**src/rtl/pe_pkg.sv**
```systemverilog
// Shared definitions for the processing-element MAC: activation encoding and
// saturation-limit helpers for signed fields of arbitrary width.
package pe_pkg;

  typedef enum logic [1:0] {
    ACT_RAW  = 2'd0,
    ACT_RELU = 2'd1,
    ACT_CLIP = 2'd2,
    ACT_RSV  = 2'd3
  } act_mode_e;

  function automatic logic signed [63:0] sat_max(input int w);
    return (64'sd1 <<< (w - 1)) - 64'sd1;
  endfunction

  function automatic logic signed [63:0] sat_min(input int w);
    return -(64'sd1 <<< (w - 1));
  endfunction

endpackage

```
**src/rtl/pe_act.sv**
```systemverilog
// Combinational activation: raw, ReLU, or clip to the positive range of a
// W_IN-bit signed value. The reserved encoding passes the value through.
module pe_act
  import pe_pkg::*;
#(
  parameter int W_ACC = 24,
  parameter int W_IN  = 8
) (
  input  logic signed [W_ACC-1:0] acc_in,
  input  act_mode_e               mode,
  output logic signed [W_ACC-1:0] act_out
);

  localparam logic signed [W_ACC-1:0] CLIP_HI = W_ACC'(sat_max(W_IN));

  always_comb begin
    act_out = acc_in;
    case (mode)
      ACT_RELU: if (acc_in[W_ACC-1]) act_out = '0;
      ACT_CLIP: begin
        if (acc_in[W_ACC-1])        act_out = '0;
        else if (acc_in > CLIP_HI)  act_out = CLIP_HI;
      end
      default: act_out = acc_in;
    endcase
  end

endmodule

```
**src/rtl/pe_mac_lanes.sv**
```systemverilog
// Multi-lane unsigned-by-signed dot-product engine: product, lane-sum and
// saturating-accumulate stages, with a single global stall from the output.
module pe_mac_lanes
  import pe_pkg::*;
#(
  parameter int LANES = 4,
  parameter int W_IN  = 8,
  parameter int W_ACC = 24,
  parameter int CNT_W = 8
) (
  input  logic                    clk,
  input  logic                    rst_n,
  input  logic                    in_valid,
  output logic                    in_ready,
  input  logic [LANES*W_IN-1:0]   a_vec,
  input  logic [LANES*W_IN-1:0]   b_vec,
  input  logic [CNT_W-1:0]        cfg_len,
  input  logic [1:0]              act_mode,
  output logic                    out_valid,
  input  logic                    out_ready,
  output logic signed [W_ACC-1:0] out_data,
  output logic                    out_sat
);

  localparam int P_W = 2 * W_IN + 1;
  localparam int S_W = P_W + $clog2(LANES);
  localparam int E_W = ((W_ACC > S_W) ? W_ACC : S_W) + 1;

  function automatic logic signed [P_W-1:0] lane_mul(input logic [W_IN-1:0] a,
                                                     input logic [W_IN-1:0] b);
    logic signed [P_W-1:0] ax;
    logic signed [P_W-1:0] bx;
    ax = $signed({{(P_W - W_IN){1'b0}}, a});
    bx = $signed({{(P_W - W_IN){b[W_IN-1]}}, b});
    return ax * bx;
  endfunction

  function automatic logic signed [W_ACC-1:0] sat_acc(input logic signed [E_W-1:0] v);
    if (v > E_W'(sat_max(W_ACC))) return W_ACC'(sat_max(W_ACC));
    if (v < E_W'(sat_min(W_ACC))) return W_ACC'(sat_min(W_ACC));
    return W_ACC'(v);
  endfunction

  logic                    en;
  logic                    accept;
  logic [CNT_W-1:0]        beat_cnt;
  logic [CNT_W-1:0]        len_q;
  logic [CNT_W-1:0]        len_eff;
  act_mode_e               mode_q;
  act_mode_e               mode_cur;
  logic                    first_beat;
  logic                    last_beat;

  logic signed [P_W-1:0]   prod [LANES];
  logic signed [P_W-1:0]   prod_p0 [LANES];
  logic                    vld_p0, first_p0, last_p0;
  act_mode_e               mode_p0;

  logic signed [S_W-1:0]   lane_sum;
  logic signed [S_W-1:0]   sum_p1;
  logic                    vld_p1, first_p1, last_p1;
  act_mode_e               mode_p1;

  logic signed [E_W-1:0]   acc_ext;
  logic signed [W_ACC-1:0] acc_next;
  logic signed [W_ACC-1:0] acc_p2;
  logic signed [W_ACC-1:0] act_val;
  logic                    sat_p2;
  logic                    sat_next;

  assign en       = !(out_valid && !out_ready);
  assign in_ready = en;
  assign accept   = in_valid && en;

  // Configuration is taken from the first beat and held for the rest of the dot product
  assign first_beat = (beat_cnt == '0);
  always_comb begin
    len_eff  = first_beat ? cfg_len : len_q;
    if (len_eff == '0) len_eff = CNT_W'(1);
    mode_cur = first_beat ? act_mode_e'(act_mode) : mode_q;
  end
  assign last_beat = (beat_cnt == len_eff - CNT_W'(1));

  always_comb begin
    for (int i = 0; i < LANES; i++)
      prod[i] = lane_mul(a_vec[i*W_IN +: W_IN], b_vec[i*W_IN +: W_IN]);
  end

  always_comb begin
    lane_sum = '0;
    for (int i = 0; i < LANES; i++)
      lane_sum = lane_sum + S_W'(prod_p0[i]);
  end

  // First beat seeds the accumulator, so no clear is needed between dot products
  always_comb begin
    acc_ext  = first_p1 ? E_W'(sum_p1) : E_W'(acc_p2) + E_W'(sum_p1);
    acc_next = sat_acc(acc_ext);
    sat_next = (!first_p1 && sat_p2) || (acc_ext != E_W'(acc_next));
  end

  pe_act #(.W_ACC(W_ACC), .W_IN(W_IN)) u_act (
    .acc_in  (acc_next),
    .mode    (mode_p1),
    .act_out (act_val)
  );

  always_ff @(posedge clk or negedge rst_n) begin
    if (!rst_n) begin
      beat_cnt  <= '0;
      len_q     <= '0;
      mode_q    <= ACT_RAW;
      vld_p0    <= 1'b0;
      first_p0  <= 1'b0;
      last_p0   <= 1'b0;
      mode_p0   <= ACT_RAW;
      for (int i = 0; i < LANES; i++) prod_p0[i] <= '0;
      vld_p1    <= 1'b0;
      first_p1  <= 1'b0;
      last_p1   <= 1'b0;
      mode_p1   <= ACT_RAW;
      sum_p1    <= '0;
      acc_p2    <= '0;
      sat_p2    <= 1'b0;
      out_valid <= 1'b0;
      out_data  <= '0;
      out_sat   <= 1'b0;
    end else if (en) begin
      if (accept) begin
        beat_cnt <= last_beat ? '0 : beat_cnt + CNT_W'(1);
        if (first_beat) begin
          len_q  <= len_eff;
          mode_q <= mode_cur;
        end
      end
      // S1: per-lane products
      vld_p0   <= accept;
      first_p0 <= first_beat;
      last_p0  <= last_beat;
      mode_p0  <= mode_cur;
      for (int i = 0; i < LANES; i++) prod_p0[i] <= prod[i];
      // S2: full-width lane sum
      vld_p1   <= vld_p0;
      first_p1 <= first_p0;
      last_p1  <= last_p0;
      mode_p1  <= mode_p0;
      sum_p1   <= lane_sum;
      // S3: saturating accumulate and activated result
      if (vld_p1) begin
        acc_p2 <= acc_next;
        sat_p2 <= sat_next;
      end
      out_valid <= vld_p1 && last_p1;
      if (vld_p1 && last_p1) begin
        out_data <= act_val;
        out_sat  <= sat_next;
      end
    end
  end

endmodule

```
**config.mk**
```make
export PLATFORM = sky130hd
export DESIGN_NAME = pe_mac_lanes
export DESIGN_NICKNAME = d
export VERILOG_FILES = /design/src/rtl/pe_pkg.sv /design/src/rtl/pe_act.sv /design/src/rtl/pe_mac_lanes.sv
export SDC_FILE = /design/constraint.sdc
export NUM_CORES = 1
export LEC_CHECK = 0
export BUFFER_PORTS_ARGS = -buffer_cell sky130_fd_sc_hd__buf_4
export CAP_MARGIN = 10
export CORE_ASPECT_RATIO = 0.75
export CORE_MARGIN = 1.5
export CORE_UTILIZATION = 40
export CTS_BUF_LIST = sky130_fd_sc_hd__clkbuf_2 sky130_fd_sc_hd__clkbuf_4 sky130_fd_sc_hd__clkbuf_8
export CTS_CLUSTER_SIZE = 24
export DETAILED_ROUTE_END_ITERATION = 6
export SLEW_MARGIN = 5
export SYNTH_ARGS = -nofsm -noshare
export SYNTH_HDL_FRONTEND = slang
export SYNTH_SLANG_ARGS = --single-unit
```
**constraint.sdc**
```tcl
create_clock -name clk -period 6.2 [get_ports clk]
set_input_delay 0.62 -clock clk [delete_from_list [all_inputs] [get_ports clk]]
set_output_delay 0.62 -clock clk [all_outputs]
set_load 0.02 [all_outputs]
```
======== Word-level counts from Yosys, hierarchy flattened ========
Cells that the tools add are included.
cells by class
  magnitude comparators ................... 3
  multiply operators ...................... 4
  bitwise gates (word level) .............. 1
  add/sub/neg operators ................... 6
  equal/unequal tests ..................... 4
  muxes and demuxes ....................... 16
  reduce and logical (&&, ||, !) cells .... 14
operators with widths
  cell                                                                               count
  24-bit 2-to-1 mux                                                                  4
  23-bit 2-to-1 mux                                                                  3
  9-bit by 8-bit multiplier with 17-bit output                                       4
  24-bit one-hot mux with 2 select lines                                             1
  24-bit by 19-bit adder with 25-bit output                                          1
  25-bit by 24-bit greater-than comparator with 1-bit output, second input constant  1
  25-bit by 24-bit < comparator with 1-bit output, second input constant             1
  25-bit 2-to-1 mux                                                                  1
  25-bit by 24-bit inequality test with 1-bit output                                 1
  24-bit by 8-bit greater-than comparator with 1-bit output, second input constant   1
  8-bit 2-to-1 mux                                                                   3
  18-bit by 17-bit adder with 19-bit output                                          1
  19-bit by 17-bit adder with 19-bit output                                          1
  17-bit by 17-bit adder with 18-bit output                                          1
  8-bit logical NOT                                                                  2
  8-bit by 1-bit adder with 8-bit output, second input constant                      1
  8-bit equality test                                                                1
  8-bit by 1-bit subtractor with 8-bit output, second input constant                 1
  2-bit AND reduction                                                                3
  1-bit logical AND                                                                  4
  1-bit logical NOT                                                                  3
  1-bit 2-to-1 mux                                                                   3
  3-bit AND reduction                                                                1
  2-bit by 1-bit equality test with 1-bit output, second input constant              1
  other kinds (4)                                                                    4
storage, ports and cells
  register bits after elaboration ......... 166
  logic and storage cells ................. 69
  output and inout bits ................... 27
  input port bits ......................... 78

======== Depth between registers and ports, before layout ========
Gate-level depths: netlist (run 1).
  depth in word-level cells ............... 11
  gate-level depth with buffers ........... 19
  mapped depth without buffers ............ 19

======== Hierarchy ========
A second synthesis (run 1) with hierarchy kept.
second synthesis, totals
  cell total of the unflattened synthesis .. 2064
  area, all modules ....................... 18684.2 µm²
by module, submodules not included
  module        sequential area each (µm²)  instances  cells each  area an instance (µm²)
  pe_mac_lanes  4154.0                      1          2015        18306.3
  pe_act        0.0                         1          49          377.9

======== Worst setup path before layout (run 1) ========
Ideal clock, no wire load.
  kind .................................... input to register
  start ................................... in a_vec[16]
  end ..................................... reg prod_p0[33] (netlist name)
  path slack .............................. 1633 ps
  buffers on the path ..................... 0
  arrival time ............................ 4498 ps
  required time ........................... 6131 ps
  stages .................................. 15
  setup time .............................. 69 ps
  path through ............................ nand2b_1 > fa_1 > fa_1 > inv_1 > fa_1 > fa_1 > ha_1 > o21ai_0 > a21boi_0 > o21a_1 > o21ai_0 > a21oi_1 > nor3_1 > or4_1 > nand3_1
on the way
  cells in the longest elaborated chain, start to end .. 1
RTL lines
  element                                       RTL line            source
  start, declared                               pe_mac_lanes.sv:15  input logic [LANES*W_IN-1:0] a_vec,
  9-bit by 8-bit multiplier with 17-bit output  pe_mac_lanes.sv:35  return ax * bx;
  end, declared                                 pe_mac_lanes.sv:55  logic signed [P_W-1:0] prod_p0 [LANES];
Every way passes these cells.
A chain may end at the register's enable or synchronous reset.

======== Final worst setup path (run 1) ========
Same ends and word-level chain as after synthesis.

==> metrics.txt, run 1 <==
Die Span Y=188 um; Async SR Flop Fraction=100%; Ys Warns=0; share of the clock period used by the worst path=72.4%; fillcell total=4407; Post-synth EDFFs=0; aggregate global routing overflow=0; CP required=6.63 ns; vias per std cell=5.22; CTS tree=built; RSZ-0062 raised after global routing=no; hold_buf cts=0; hpwl dp=35.2 mm; die width=250 um; routed length per placed instance=16.0 um; Antenna Violating Nets Remaining=0; worst hold path class=in2async; DRT iter0 DRCs=704; placed cell area=0.0197 sq mm; hold slack=0.108 ns; I/O Buffers=104; crit path time final=4.49 ns; Worst Clk Skew=0.0192 ns; layout cells sized above 1=9.08%; Fin. Hold Viols=0; top cells by area, synth=dfrtp_1 (23%), fa_1 (20%), ha_1 (15%); first-pass GRT wire length=72.7 mm; Slew HR=40.8%; Synth top area share=22.7%; Post-Syn Nets=2503; Synth area leader=dfrtp_1; post-synthesis sequential area ratio=22.7%; Num CTS Buffers=17; router iterations before antenna repair=5; worst slew pin tran=0.886 ns; H-tree Lvls=4; setup violators final=0; CORE AREA=0.0449 sq mm; max_cap viols=0; routed wire length=43.2 mm; DRC errors left=0; Routability Congestion=0.896; Initial Util=40.8%; Sink Count=166; Post-Synthesis Cell Area=0.0183 sq mm; Area Overhead vs Synth=9.67%; gr usage total=18.9%; Root Buffer=clkbuf_8; Slew Limit Fails=0; post-route cell area=0.0201 sq mm; Gate Count Post-Synth=2022; Yosys cell types=80; worst skew pair latency=0.49 ns; top cells by count, synth=nand2_1 (270), inv_1 (257), ha_1 (219); via count=14094; io pins=105; largest buffer count on any clock path=2; fin nets=2582; vias in the first global route=14051; critical path peak fanout=8; row count=67; count leader, synth=nand2_1; Post-Place Cells=2667; die area=0.0471 sq mm; critical path class=in2reg; run status=finished clean; Setup crit end kind=flop; critical path data arrival time=4.92 ns; ys flop type=dfrtp_1; TNS Setup=0 ns; Worst-path clk slew=0.11 ns; area occupied by registers=0.00415 sq mm; Multi-input gate area=0.0130 sq mm; Avg Cell Area, Syn=9.07 sq um; initial antenna violation count=0; post-synthesis register bit count=166; PostCTS Resize Cnt=0; Layout Cells excl Fill=2701; largest net degree at the start of global routing=71; Post-CTS Setup Repair Bufs=0; fmax=223 MHz; Startpoint Class=primary input
placed cells by master, fill, tap and decap left out, types with 7 or more instances in the layout:
master,count
nor2b_1,10
a21oi_1,102
nand3_1,27
fa_1,184
mux2i_1,12
ha_1,219
xnor2_1,50
xor2_1,33
buf_4,108
nand2b_1,31
o21ai_0,104
o21a_1,15
a31oi_1,9
nor3_1,27
and3_1,9
inv_1,256
nor2_1,118
nand3b_1,7
a211oi_1,7
or3_1,9
a21boi_0,8
a21o_1,10
and2_1,135
mux2_2,20
o31ai_1,11
clkbuf_8,17
dfrtp_1,166
nand2_1,270
a221o_1,11
through the flow:
step | utilization [%] | setup slack [ns]
2_1_floorplan | - | 1.63
5_1_grt | 44.7 | 1.45
4_1_cts | 44.7 | 1.75
3_3_place_gp | 43.8 | 1.19
6_report | 44.7 | 1.71
3_5_place_dp | 43.8 | 1.22
path summary, 6_finish.rpt:
| kind | start | endpoint | slack [ns] | cells past startpoint |
|---|---|---|---|---|
| setup / recovery | a_vec[16] | prod_p0[33] | 1.71 | 16 |
| hold / removal | rst_n | out_data[0] | 0.11 | 1 |
| setup reg to reg | prod_p0[2] | sum_p1[18] | 2.12 | 12 |
| hold reg to reg | out_data[10] | out_data[10] | 0.49 | 2 |
| max in group asynchronous | rst_n | prod_p0[16] | 4.85 | 2 |
| min in group clk | act_mode[0] | mode_q[0] | 0.37 | 2 |
critical path: stages:
cell,delay [ns]
buf_4,0.14
nand2b_1,0.17
fa_1,0.52
fa_1,0.56
inv_1,0.06
fa_1,0.50
fa_1,0.49
ha_1,0.30
o21ai_0,0.11
a21boi_0,0.25
o21a_1,0.16
o21ai_0,0.10
a21oi_1,0.23
nor3_1,0.10
or4_1,0.51
nand3_1,0.10
per-layer routing:
metal	vias to the layer above	share of wire [%]	track usage [%]
met5	-	0	0
met4	0	0.61	2.70
met3	23	4.3	2.47
met2	256	42	27.9
met1	6961	53	29.7
li1	6854	-	-
sequential cells by signal, indices dropped and copies added (netlist names), 2 cells and up:
signal and flops:
mode_p0 2, sum_p1 19, acc_p2 24, mode_p1 2, prod_p0 68, mode_q 2, beat_cnt 8, out_data 24
len_q 8
cell type report:
class | count | share of cell area (%)
antenna | 1 | 0.0124
clock inverter | 14 | 0.933
timing repair buffer | 110 | 4.11
inverter | 257 | 4.81
tap | 586 | 3.65
sequential | 166 | 20.7
clock buffer | 18 | 1.20
multi-input combinational | 1549 | 64.6
kinds of logic (layout without fill, tap and decap cells):
family          count (synthesis)  in the layout  synth area share, %
simple gates                  679            679                 17.8
fa+ha+maj                     403            403                 35.0
compound gates                352            352                 12.2
buf+inv                       307            399                 6.51
flops                         166            166                 22.7
xor+xnor                       83             83                 3.97
mux                            32             32                 1.88
other cells                     0              1                    0
Power of run 1 is left out: the tool's default activity adds up to more than one toggle a clock period on the data nets, which glitch-free logic cannot reach.
==> run 2, diff against run 1 <==
- ABC_AREA: default -> 1
- clock period: 6.2 -> 4.7 ns (I/O delays scaled with it)
==> run 2 against run 1 <==
Non-clock buffer count up 37; critical endpoint is now prod_p0[31]; count of clock-buffer cells in the layout increased by 2; final cell count up 25%; die area rose by 7.8%; sequential share of layout area decreased by 1.5 points; worst setup slack worse by 1.3 ns; largest cell class unchanged; critical path depth is 4 higher; clock skew shrank 0.0041 ns; register-to-register slack got worse by 1.4 ns; synthesized cell count rose by 32%; cell area up 7.8%; wire length grew 8.2%.
==> metrics.txt, run 2 <==
run status=finished clean; first-pass GRT wire length=79.0 mm (+8.6%); row count=70 (+4.5%); I/O Buffers=104 (unchanged); top cells by count, synth=nand2_1 (799), inv_1 (514), ha_1 (219); Crit Reg-Reg Startpoint=prod_p0[1]; die area=0.0508 sq mm (+7.8%); Lkg Pwr=12.4 nW; Antenna Violating Nets Remaining=0 (unchanged); router iterations before antenna repair=5 (unchanged); ys flop type=dfrtp_1; Area Overhead vs Synth=9.55%; initial antenna violation count=0 (unchanged); Synth area leader=dfrtp_1; Fin. Hold Viols=0 (unchanged); hold path startpoint=act_mode[1]; internal reg-to-reg setup slack=0.73 ns (-1.39 ns); Sw Pwr=0.00874 W; DRC errors left=0 (unchanged); routed wire length=46.7 mm (+8.2%); worst skew pair latency=0.49 ns (about the same); Initial Util=40.5% (-0.26 points); TNS Setup=0 ns (unchanged); Avg Cell Area, Syn=7.42 sq um (-18%); routed length per placed instance=13.8 um (-14%); post-route cell area=0.0217 sq mm (+7.8%); layout cells sized above 1=10.0% (+0.93 points); Slew HR=46.6% (+5.8 points); fmax=232 MHz; switching share of power=54.9%; max_cap viols=0 (unchanged); Async SR Flop Fraction=100% (unchanged); commonest non-fill, non-tap cell in the layout=nand2_1; count leader, synth=nand2_1; part of the power in registers=16.0%; largest buffer count on any clock path=2 (unchanged); Worst Hold Path EP=mode_p0[1]; vias per std cell=4.85 (-7.1%); Die Span Y=196 um (+3.8%); fin nets=3205 (+24%); placed cell area=0.0213 sq mm (+8.1%); worst hold path class=in2reg; Slew Limit Fails=0 (unchanged); via count=16410 (+16%); share of the clock period used by the worst path=91.6%; Post-CTS Setup Repair Bufs=0 (unchanged); hpwl dp=38.8 mm (+10%); Routability Congestion=0.899 (+0.27%); Largest regs=prod_p0: 68 flops, acc_p2: 24 flops, out_data: 24 flops; most frequent cells in the layout=nand2_1 (799), inv_1 (513), ha_1 (219); Gate Count Post-Synth=2665 (+32%); H-tree Lvls=4 (unchanged); CORE AREA=0.0488 sq mm (+8.6%); Worst-path clk slew=0.09 ns (-0.02 ns); pwr dens=735 mW/mm^2; critical path peak fanout=4 (-4); Num CTS Buffers=17 (unchanged); RSZ-0062 raised after global routing=no; Internal Power=0.00718 W; io pins=105 (unchanged); most flop-heavy register=prod_p0; Post-Synthesis Cell Area=0.0198 sq mm (+7.9%); largest net degree at the start of global routing=97 (+37%); crit path time final=4.30 ns; top cells by area, synth=dfrtp_1 (21%), fa_1 (19%), nand2_1 (15%); Post-Syn Nets=3146 (+26%); vias in the first global route=15840 (+13%); Ys Warns=0 (unchanged); gr usage total=19.1% (+0.23 points); Clock Power Share=6.5%; Yosys cell types=51 (-36%); DRT iter0 DRCs=1059 (+50%); Post-synth EDFFs=0 (unchanged); max reg flops=68 (unchanged); aggregate global routing overflow=0 (unchanged); Synth top area share=21.0% (-1.7 points); Sink Count=166 (unchanged); Setup crit end kind=flop; post-synthesis sequential area ratio=21.0% (-1.7 points); Startpoint Class=primary input; PostCTS Resize Cnt=0 (unchanged); Worst VDD drop=0.000613 V; hold_buf cts=1 (+1); worst r2r path cells=16 (+4); share of power burned in combinational logic=77.4%; Reg-to-Reg End=sum_p1[13]; Root Buffer=clkbuf_8; setup violators final=0 (unchanged); critical path data arrival time=4.65 ns (-0.27 ns); die width=260 um (+3.8%); CP required=5.05 ns (-1.58 ns); Worst Clk Skew=0.0151 ns (-0.00414 ns); post-synthesis register bit count=166 (unchanged); critical path class=in2reg; hold depth=3; Diodes inserted=0 (-1); worst slew pin tran=0.801 ns (-0.0850 ns); CTS tree=built
run 2: changes by cell type after synthesis, sizes merged, moves of 36 or more:
cell / delta
nand3: +53
clkbuf: +54
inv: +269
nand2: +541
and2: -135
o21ai: +64
or2: +36
run 2: routing by layer:
layer / share of wire (%) / routed length [um] / up-vias / track usage [%]
met4: 1.1 / 521 / 0 / 3.70
met5: 0 / 0 / - / 0
met2: 43 / 20200 / 346 / 29.4
met1: 51 / 23800 / 7744 / 28.8
li1: - / - / 8290 / -
met3: 4.6 / 2130 / 30 / 2.19
run 2: worst max path at each step:
stage | from | end | slack (ns)
2_1_floorplan | a_vec[16] | prod_p0[31] | 0.08
3_3_place_gp | b_vec[23] | prod_p0[31] | -0.08
3_5_place_dp | b_vec[23] | prod_p0[31] | -0.11
4_1_cts | b_vec[23] | prod_p0[31] | 0.42
5_1_grt | b_vec[31] | prod_p0[14] | 0.11
6_report | b_vec[23] | prod_p0[31] | 0.40
run 2: power groups by stage:
stage	combinational, W	sequential [W]	clock, W
finish	0.0123	0.00255	0.00104
global route	0.0142	0.00262	0.00113
CTS	0.0123	0.00255	0.00107
detailed placement	0.0122	0.00257	0
global placement	0.0121	0.00257	0
floorplan	0.00947	0.00237	0
run 2: cell families (layout without fill, tap and decap cells):
kind of cell,after synthesis,after routing,share of synthesized area [%]
flops,166,166,21.0
buf+inv,634,706,12.2
xor+xnor,44,44,1.95
mux,3,3,0.152
fa+ha+maj,403,403,32.5
simple gates,1091,1091,23.1
compound gates,324,324,9.08
run 2: worst max-delay path: stages:
cell     delay (ns)
buf_4          0.08
inv_1          0.09
or2_2          0.31
fa_1           0.51
fa_1           0.54
inv_1          0.06
fa_1           0.50
fa_1           0.49
ha_1           0.34
a21oi_1        0.16
nand2_1        0.09
nand2_1        0.08
nand2_1        0.06
a21oi_1        0.20
o21ai_0        0.14
a21oi_1        0.14
nor2_1         0.05
nor2_1         0.10
xor2_1         0.14
o21ai_0        0.08
run 2: through the flow:
stage / cells / hold slack [ns] / setup WS [ns] / util, % / power, W
finish: 3385 / 0.311 / 0.397 / 44.4 / 0.0159
global placement: 3352 / 0.464 / -0.0834 / 43.6 / 0.0146
detailed placement: 3352 / 0.468 / -0.115 / 43.6 / 0.0148
CTS: 3385 / 0.283 / 0.420 / 44.4 / 0.0159
floorplan: 2665 / 0.174 / 0.0835 / - / 0.0118
global route: 3385 / 0.299 / 0.107 / 44.4 / 0.0180
run 2: layout make-up:
cell class,count,area (sq um)
fill,4910,27100
clock inverter,12,120
multi-input combinational,1865,13200
tap,648,811
inverter,527,1980
timing repair buffer,147,1120
clock buffer,20,269
sequential,166,4150
Power figures use the tool's default switching activity.
